`config.mk`:
```
export PLATFORM = sky130hd
export DESIGN_NAME = tqvp_cattuto_vgarx
export DESIGN_NICKNAME = d
export VERILOG_FILES = /design/src/rtl/vgarx_pkg.sv /design/src/rtl/vgarx_edge_det.sv /design/src/rtl/tqvp_cattuto_vgarx.sv
export SDC_FILE = /design/constraint.sdc
export NUM_CORES = 1
export LEC_CHECK = 0
export ABC_AREA = 1
export BUFFER_PORTS_ARGS = -buffer_cell sky130_fd_sc_hd__buf_4
export CAP_MARGIN = 20
export CORE_ASPECT_RATIO = 0.8
export CORE_MARGIN = 3
export CORE_UTILIZATION = 61
export CTS_BUF_LIST = sky130_fd_sc_hd__clkbuf_16
export CTS_CLUSTER_DIAMETER = 60
export DETAILED_ROUTE_END_ITERATION = 7
export GPL_ROUTABILITY_DRIVEN = 0
export PLACE_DENSITY = 0.86
export SLEW_MARGIN = 20
export SYNTH_ARGS = -nofsm -noshare
export SYNTH_HDL_FRONTEND = slang
export SYNTH_HIERARCHICAL = 1
export SYNTH_SLANG_ARGS = --single-unit
export TNS_END_PERCENT = 100
```
`constraint.sdc`:
```
create_clock -name clk -period 3.3 [get_ports clk]
set_input_delay 0.33 -clock clk [delete_from_list [all_inputs] [get_ports clk]]
set_output_delay 0.33 -clock clk [all_outputs]
set_load 0.02 [all_outputs]
```
`src/rtl/vgarx_pkg.sv`:
```
// Shared constants and types for the TinyVGA receiver/analyser peripheral.
// Optional pixel sampler is enabled with VGARX_SAMPLE_EN (see top module).
package vgarx_pkg;

  localparam int CNT_W = 11;
  localparam int WD_W  = 12;

  localparam logic [CNT_W-1:0] CNT_MAX  = '1;
  localparam logic [WD_W-1:0]  WD_LIMIT = 12'd4095;

  localparam logic [5:0] REG_LINE_PERIOD = 6'h00;
  localparam logic [5:0] REG_HSYNC_WIDTH = 6'h04;
  localparam logic [5:0] REG_FRAME_LINES = 6'h08;
  localparam logic [5:0] REG_STATUS      = 6'h0C;
  localparam logic [5:0] REG_CTRL        = 6'h10;
  localparam logic [5:0] REG_SAMPLE_X    = 6'h14;
  localparam logic [5:0] REG_SAMPLE_Y    = 6'h18;
  localparam logic [5:0] REG_SAMPLE_DATA = 6'h1C;

  typedef enum logic [1:0] {
    ST_NO_SIGNAL = 2'd0,
    ST_ACQUIRE   = 2'd1,
    ST_LOCKED    = 2'd2
  } lock_state_e;

  function automatic logic [CNT_W-1:0] sat_inc(input logic [CNT_W-1:0] v);
    return (v == CNT_MAX) ? v : v + CNT_W'(1);
  endfunction

endpackage

```
`src/rtl/vgarx_edge_det.sv`:
```
// Polarity-normalising edge detector: compares the normalised level against
// its value from the previous clock.
module vgarx_edge_det (
  input  logic clk,
  input  logic rst_n,
  input  logic sig,
  input  logic inv,
  output logic level,
  output logic rise,
  output logic fall
);

  logic prev_reg;

  assign level = sig ^ inv;

  always_ff @(posedge clk or negedge rst_n) begin
    if (!rst_n) prev_reg <= 1'b0;
    else        prev_reg <= level;
  end

  assign rise = level & ~prev_reg;
  assign fall = ~level & prev_reg;

endmodule

```
`src/rtl/tqvp_cattuto_vgarx.sv`:
```
// TinyVGA timing analyser: measures line/sync/frame geometry, tracks lock,
// raises a frame-start interrupt. Pixel sampler built only with VGARX_SAMPLE_EN.
module tqvp_cattuto_vgarx
  import vgarx_pkg::*;
#(
  parameter int CLOCK_MHZ = 64
) (
  input  logic        clk,
  input  logic        rst_n,
  input  logic [7:0]  ui_in,
  output logic [7:0]  uo_out,
  input  logic [5:0]  address,
  input  logic [31:0] data_in,
  input  logic [1:0]  data_write_n,
  input  logic [1:0]  data_read_n,
  output logic [31:0] data_out,
  output logic        data_ready,
  output logic        user_interrupt
);

  logic             hs_level, hs_rise, hs_fall;
  logic             vs_level, vs_rise, vs_fall;
  logic             hs_inv_reg, vs_inv_reg, irq_en_reg, irq_reg;
  logic [CNT_W-1:0] x_cnt_reg, y_cnt_reg, hw_cnt_reg;
  logic [CNT_W-1:0] line_period_reg, hsync_width_reg, frame_lines_reg;
  logic [7:0]       frame_count_reg;
  logic [WD_W-1:0]  wd_reg;
  lock_state_e      state_reg;
  logic             sample_valid;
  logic             wr_en, rd_en, lines_match;

  vgarx_edge_det u_hs_edge (
    .clk  (clk),
    .rst_n(rst_n),
    .sig  (ui_in[7]),
    .inv  (hs_inv_reg),
    .level(hs_level),
    .rise (hs_rise),
    .fall (hs_fall)
  );

  vgarx_edge_det u_vs_edge (
    .clk  (clk),
    .rst_n(rst_n),
    .sig  (ui_in[3]),
    .inv  (vs_inv_reg),
    .level(vs_level),
    .rise (vs_rise),
    .fall (vs_fall)
  );

  assign wr_en       = (data_write_n != 2'b11);
  assign rd_en       = (data_read_n != 2'b11);
  assign lines_match = (y_cnt_reg == frame_lines_reg) && (frame_lines_reg != '0);

  always_ff @(posedge clk or negedge rst_n) begin
    if (!rst_n) begin
      x_cnt_reg       <= '0;
      y_cnt_reg       <= '0;
      hw_cnt_reg      <= '0;
      line_period_reg <= '0;
      hsync_width_reg <= '0;
      frame_lines_reg <= '0;
      frame_count_reg <= '0;
      wd_reg          <= '0;
    end else begin
      x_cnt_reg <= hs_rise ? '0 : sat_inc(x_cnt_reg);
      if (hs_rise) line_period_reg <= sat_inc(x_cnt_reg);

      if (hs_fall) begin
        hsync_width_reg <= hw_cnt_reg;
        hw_cnt_reg      <= '0;
      end else if (hs_level) begin
        hw_cnt_reg <= sat_inc(hw_cnt_reg);
      end

      // A frame start in the same cycle as a line start restarts the line count.
      if (vs_rise) begin
        y_cnt_reg       <= '0;
        frame_lines_reg <= y_cnt_reg;
        frame_count_reg <= frame_count_reg + 8'd1;
      end else if (hs_rise) begin
        y_cnt_reg <= sat_inc(y_cnt_reg);
      end

      if (hs_rise)               wd_reg <= '0;
      else if (wd_reg != WD_LIMIT) wd_reg <= wd_reg + WD_W'(1);
    end
  end

  always_ff @(posedge clk or negedge rst_n) begin
    if (!rst_n) begin
      state_reg <= ST_NO_SIGNAL;
    end else if (wd_reg == WD_LIMIT) begin
      state_reg <= ST_NO_SIGNAL;
    end else if (vs_rise) begin
      case (state_reg)
        ST_NO_SIGNAL: state_reg <= ST_ACQUIRE;
        ST_ACQUIRE:   state_reg <= lines_match ? ST_LOCKED : ST_ACQUIRE;
        ST_LOCKED:    state_reg <= lines_match ? ST_LOCKED : ST_ACQUIRE;
        default:      state_reg <= ST_NO_SIGNAL;
      endcase
    end
  end

  always_ff @(posedge clk or negedge rst_n) begin
    if (!rst_n) begin
      irq_en_reg <= 1'b0;
      hs_inv_reg <= 1'b0;
      vs_inv_reg <= 1'b0;
      irq_reg    <= 1'b0;
    end else begin
      if (wr_en && address == REG_CTRL) begin
        irq_en_reg <= data_in[0];
        hs_inv_reg <= data_in[1];
        vs_inv_reg <= data_in[2];
      end
      if (vs_rise && irq_en_reg)             irq_reg <= 1'b1;
      else if (rd_en && address == REG_STATUS) irq_reg <= 1'b0;
    end
  end

`ifdef VGARX_SAMPLE_EN
  logic [CNT_W-1:0] sample_x_reg, sample_y_reg;
  logic [5:0]       sample_data_reg;
  logic             sample_valid_reg, sample_hit, coord_wr;
  logic [5:0]       pixel_rgb;

  assign pixel_rgb    = {ui_in[0], ui_in[4], ui_in[1], ui_in[5], ui_in[2], ui_in[6]};
  assign sample_hit   = (x_cnt_reg == sample_x_reg) && (y_cnt_reg == sample_y_reg);
  assign coord_wr     = wr_en && (address == REG_SAMPLE_X || address == REG_SAMPLE_Y);
  assign sample_valid = sample_valid_reg;

  always_ff @(posedge clk or negedge rst_n) begin
    if (!rst_n) begin
      sample_x_reg     <= '0;
      sample_y_reg     <= '0;
      sample_data_reg  <= '0;
      sample_valid_reg <= 1'b0;
    end else begin
      if (wr_en && address == REG_SAMPLE_X) sample_x_reg <= data_in[CNT_W-1:0];
      if (wr_en && address == REG_SAMPLE_Y) sample_y_reg <= data_in[CNT_W-1:0];
      if (sample_hit) sample_data_reg <= pixel_rgb;
      // New coordinates invalidate whatever was captured at the old ones.
      if (coord_wr)        sample_valid_reg <= 1'b0;
      else if (sample_hit) sample_valid_reg <= 1'b1;
    end
  end
`else
  assign sample_valid = 1'b0;
`endif

  always_comb begin
    data_out = '0;
    case (address)
      REG_LINE_PERIOD: data_out = {{(32-CNT_W){1'b0}}, line_period_reg};
      REG_HSYNC_WIDTH: data_out = {{(32-CNT_W){1'b0}}, hsync_width_reg};
      REG_FRAME_LINES: data_out = {{(32-CNT_W){1'b0}}, frame_lines_reg};
      REG_STATUS:      data_out = {16'b0, frame_count_reg, 5'b0, state_reg, sample_valid};
      REG_CTRL:        data_out = {29'b0, vs_inv_reg, hs_inv_reg, irq_en_reg};
`ifdef VGARX_SAMPLE_EN
      REG_SAMPLE_X:    data_out = {{(32-CNT_W){1'b0}}, sample_x_reg};
      REG_SAMPLE_Y:    data_out = {{(32-CNT_W){1'b0}}, sample_y_reg};
      REG_SAMPLE_DATA: data_out = {26'b0, sample_data_reg};
`endif
      default:         data_out = '0;
    endcase
  end

  assign uo_out         = {6'b0, state_reg == ST_LOCKED, 1'b0};
  assign data_ready     = 1'b1;
  assign user_interrupt = irq_reg;

  logic unused_inputs;
`ifdef VGARX_SAMPLE_EN
  assign unused_inputs = ^{data_in[31:CNT_W], vs_level, vs_fall, CLOCK_MHZ == 0};
`else
  assign unused_inputs = ^{data_in[31:3], ui_in[6:4], ui_in[2:0], vs_level, vs_fall,
                           CLOCK_MHZ == 0};
`endif

endmodule

```
* Word level (Yosys, flattened, before mapping)
Index checks and enable logic that the tools add are counted. Widths: inputs -> output; s select.
Operators by class: shifts and indexed selects 0, mux-type cells 17, multiply operators 0, bitwise gates (word level) 8, order comparisons 0, div/mod/pow operators 0, eq/ne operators 16, add/subtract/negate cells 5, reduce and logical (&&, ||, !) cells 15
Operators with widths (count):
- $mux 11 | 8
- $pmux 16 s5 | 1
- $add 11x1->11 const B | 3
- $eq 11x11->1 const B | 3
- $mux 12 | 2
- $add 12x1->12 const B | 1
- $eq 12x12->1 const B | 1
- $eq 6x4->1 const B | 2
- $ne 12x12->1 const B | 1
- $eq 11x11->1 | 1
- $reduce_bool 11->1 | 1
- $reduce_bool 2->1 | 5
- $add 8x1->8 const B | 1
- $ne 2x2->1 const B | 4
- $eq 6x3->1 const B | 1
- $eq 6x5->1 const B | 1
- $logic_not 6->1 | 1
- $mux 2 | 3
- $logic_and 1x1->1 | 4
- $pmux 2 s2 | 1
- $reduce_and 2->1 | 2
- $and 1x1->1 | 3
- $not 1->1 | 3
- $eq 2x1->1 const B | 1
- 5 further kinds | 7
Storage, ports and cells: register bits after elaboration 94, latch bits 0, memories kept 0, word-level logic and storage cells 76, memory bits (writable) 0, bits in read-only memories 0

* Depth between registers and ports, before layout
depth in word-level cells 6, depth in mapped cells 12, mapped depth without buffers 11

* Cells and area by module
Netlist, hierarchy kept.
Modules (own cells, without submodules):
- tqvp_cattuto_vgarx | cells each 651, seq. area each 2302.2 um^2, times used 1, area an instance 5064.9 um^2
- vgarx_edge_det | cells each 12, seq. area each 25.0 um^2, times used 2, area an instance 71.3 um^2

* Worst setup path before layout
OpenSTA, ideal clock, no wires.
path type input -> output, from input port address[1], to output port data_out[3], required time 2.970 ns, stages on the path 3, buffers on the path 0, arrival time 1.325 ns, path slack 1.645 ns, cell sequence nor2_1 nand4_1 o21ai_0
Between the ends: longest elaborated chain between the ends 2, elaborated cells on any way between the ends 6, classes of those cells eq/ne: 4; mux: 1; reduce/logical: 1
RTL lines:
- start, declared | RTL line tqvp_cattuto_vgarx.sv:12 | input logic [5:0] address,
- $eq 6x5->1, or another cell as far along | RTL line tqvp_cattuto_vgarx.sv:155 | case (address)
- $pmux 16 s5 * | RTL line tqvp_cattuto_vgarx.sv:155
- end, declared | RTL line tqvp_cattuto_vgarx.sv:16 | output logic [31:0] data_out,
Every way passes the cells marked *; elsewhere a longest branch is shown, timed or not.

* Final worst setup path
from input port address[4], to output port data_out[1]
Same word-level chain as after synthesis.

==> impl_metrics.ini <==
[grt]
track_usage_pct = 25.3
gr-total-overflow = 0
grt_pass1_wl_microns = 19000
grt_start_max_net_pins = 74
grt_pass1_vias = 3998
antenna_found_initial = 0

[final_layout]
largest_reg_flops = 12
area_growth_pct = 10.1
layout.nets = 764
layout.cells.non_filler = 817
finish.utilization_pct = 70.7
num_antenna_cells = 0
drive_gt1_share_pct = 10.7

[cts]
ctsHoldBuffers = 0
cts_setup_buffers = 0
clk_pin_slew_ns = 0.06
clock-root-buffer = clkbuf_16
cts_resized = 0
cts_tree = built
htreeDepth = 3
numCtsBuffers = 9
clock_latency_ns = 0.34
cts_buffer_depth = 2
cts.sink_count = 94

[yosys]
synthCells = 673
yosysWarnings = 6
netlist_area_sq_mm = 0.00520
syn_avg_cell_area_sq_um = 7.72

[floorplanning]
ios = 94
coreArea_sq_mm = 0.00809
die_area_sq_mm = 0.00967
die_x_microns = 109
start_util_pct = 64.2
die_h_microns = 88.6
std_cell_rows = 29

[critical_path]
required_ns = 2.97
rr_worst_depth = 8
rrSetupSlack_ns = 1.18
cp.arrival_ns = 2.01
crit_path_end_kind = primary output
worst-path-max-fanout = 10
crit_type = primary input to primary output
start_kind = primary input
rr_endpoint = y_cnt_reg[8]
r2r-start = y_cnt_reg[1]

[route]
via_count = 4387
dr.first_iter.drc_count = 260
drt-total-wl_microns = 11700
drt-pass1-iter-count = 5
drc = 0
wl_per_cell_microns = 14.3
antenna_left = 0
routed_via_density = 5.37

[status]
status = finished, final reports clean

[timing]
post-route-period-util_pct = 70.8
skew_ns = 0.00831
fin_tns_setup_ns = 0
final-setup-viol-count = 0
maxSlewViolCount = 0
hold_violations = 0
fmax_mhz = 428
max_slew.worst_pin.slew_ns = 0.921
relSlewSlack_pct = 38.6
rsz0062_at_grt = false
timing.final.crit_period_ns = 2.34

[run]
drv_cap = 0

[power]
p_leak_nw = 2.85
ir_drop_mv = 0.361
power_density_mw_per_mm2 = 603

[placed_design]
io_buffers = 34
hpwlAfterDp_microns = 8140
dp_cells = 801

[worst_hold_path]
hold_path_class = primary input to async pin
==> cell usage in the layout (no fill, tap or decap), types with 3 or more instances in the layout <==
cell	instances
nand2_1	177
dfrtp_1	94
inv_1	87
nor2_1	62
o21ai_0	58
buf_4	40
nand3_1	31
conb_1	24
xor2_1	21
a21oi_1	16
nand4_1	9
clkbuf_16	9
a22oi_1	8
ha_1	8
nor3_1	7
a31oi_1	7
or2_2	5
clkinv_1	4
nand3b_1	4
nor3_2	3
o211ai_1	3
o221ai_1	3
nand2_2	3
nor2_2	3
==> through the flow <==
stage / hold WS [ns] / total power [mW] / worst slack [ns] / instance area (sq um)
floorplan: 0.0344 / 2.27 / 1.64 / 5280
global placement: 0.457 / 2.43 / 1.11 / 5460
detailed placement: 0.461 / 2.50 / 1.01 / 5460
CTS: 0.170 / 3.45 / 1.00 / 5720
global route: 0.199 / 3.68 / 0.812 / 5720
finish: 0.129 / 3.45 / 0.963 / 5720
==> cell type report <==
cell class	count	area (sq um)
inverters	90	338
repair buffers	40	300
multi-input cells	469	2330
well taps	108	135
clock buffers	9	225
fillers	626	2370
flip-flops and latches	94	2350
clock inverters	7	41.3
==> worst max-delay path, cell delays in order <==
cell      delay, ns
buf_4          0.11
inv_1          0.07
nand2_1        0.09
inv_1          0.09
nand4_1        0.39
o21ai_0        0.43
a21oi_1        0.10
o211ai_1       0.18
buf_4          0.21
==> layer usage <==
metal | GRT usage, % | vias up | wire length, microns
li1 | - | 2159 | -
met1 | 34.6 | 2096 | 5210
met2 | 42.1 | 124 | 5770
met3 | 4.52 | 8 | 610
met4 | 6.34 | 0 | 85
met5 | 0 | - | 0
==> worst max-delay path by stage <==
stage,endpoint,slack [ns],from
2_1_floorplan,data_out[3],1.64,address[1]
3_3_place_gp,data_out[1],1.11,address[1]
3_5_place_dp,data_out[1],1.01,address[4]
4_1_cts,data_out[1],1.00,address[4]
5_1_grt,data_out[1],0.81,address[4]
6_report,data_out[1],0.96,address[4]
==> where the power goes <==
part	leakage [nW]	switching, mW	internal [mW]	total, mW
clock network	0.126	0.437	0.504	0.941
registers	1.24	0.239	1.39	1.63
logic	1.48	0.570	0.311	0.881
total	2.85	1.25	2.21	3.45
Power figures use the tool's default switching activity.
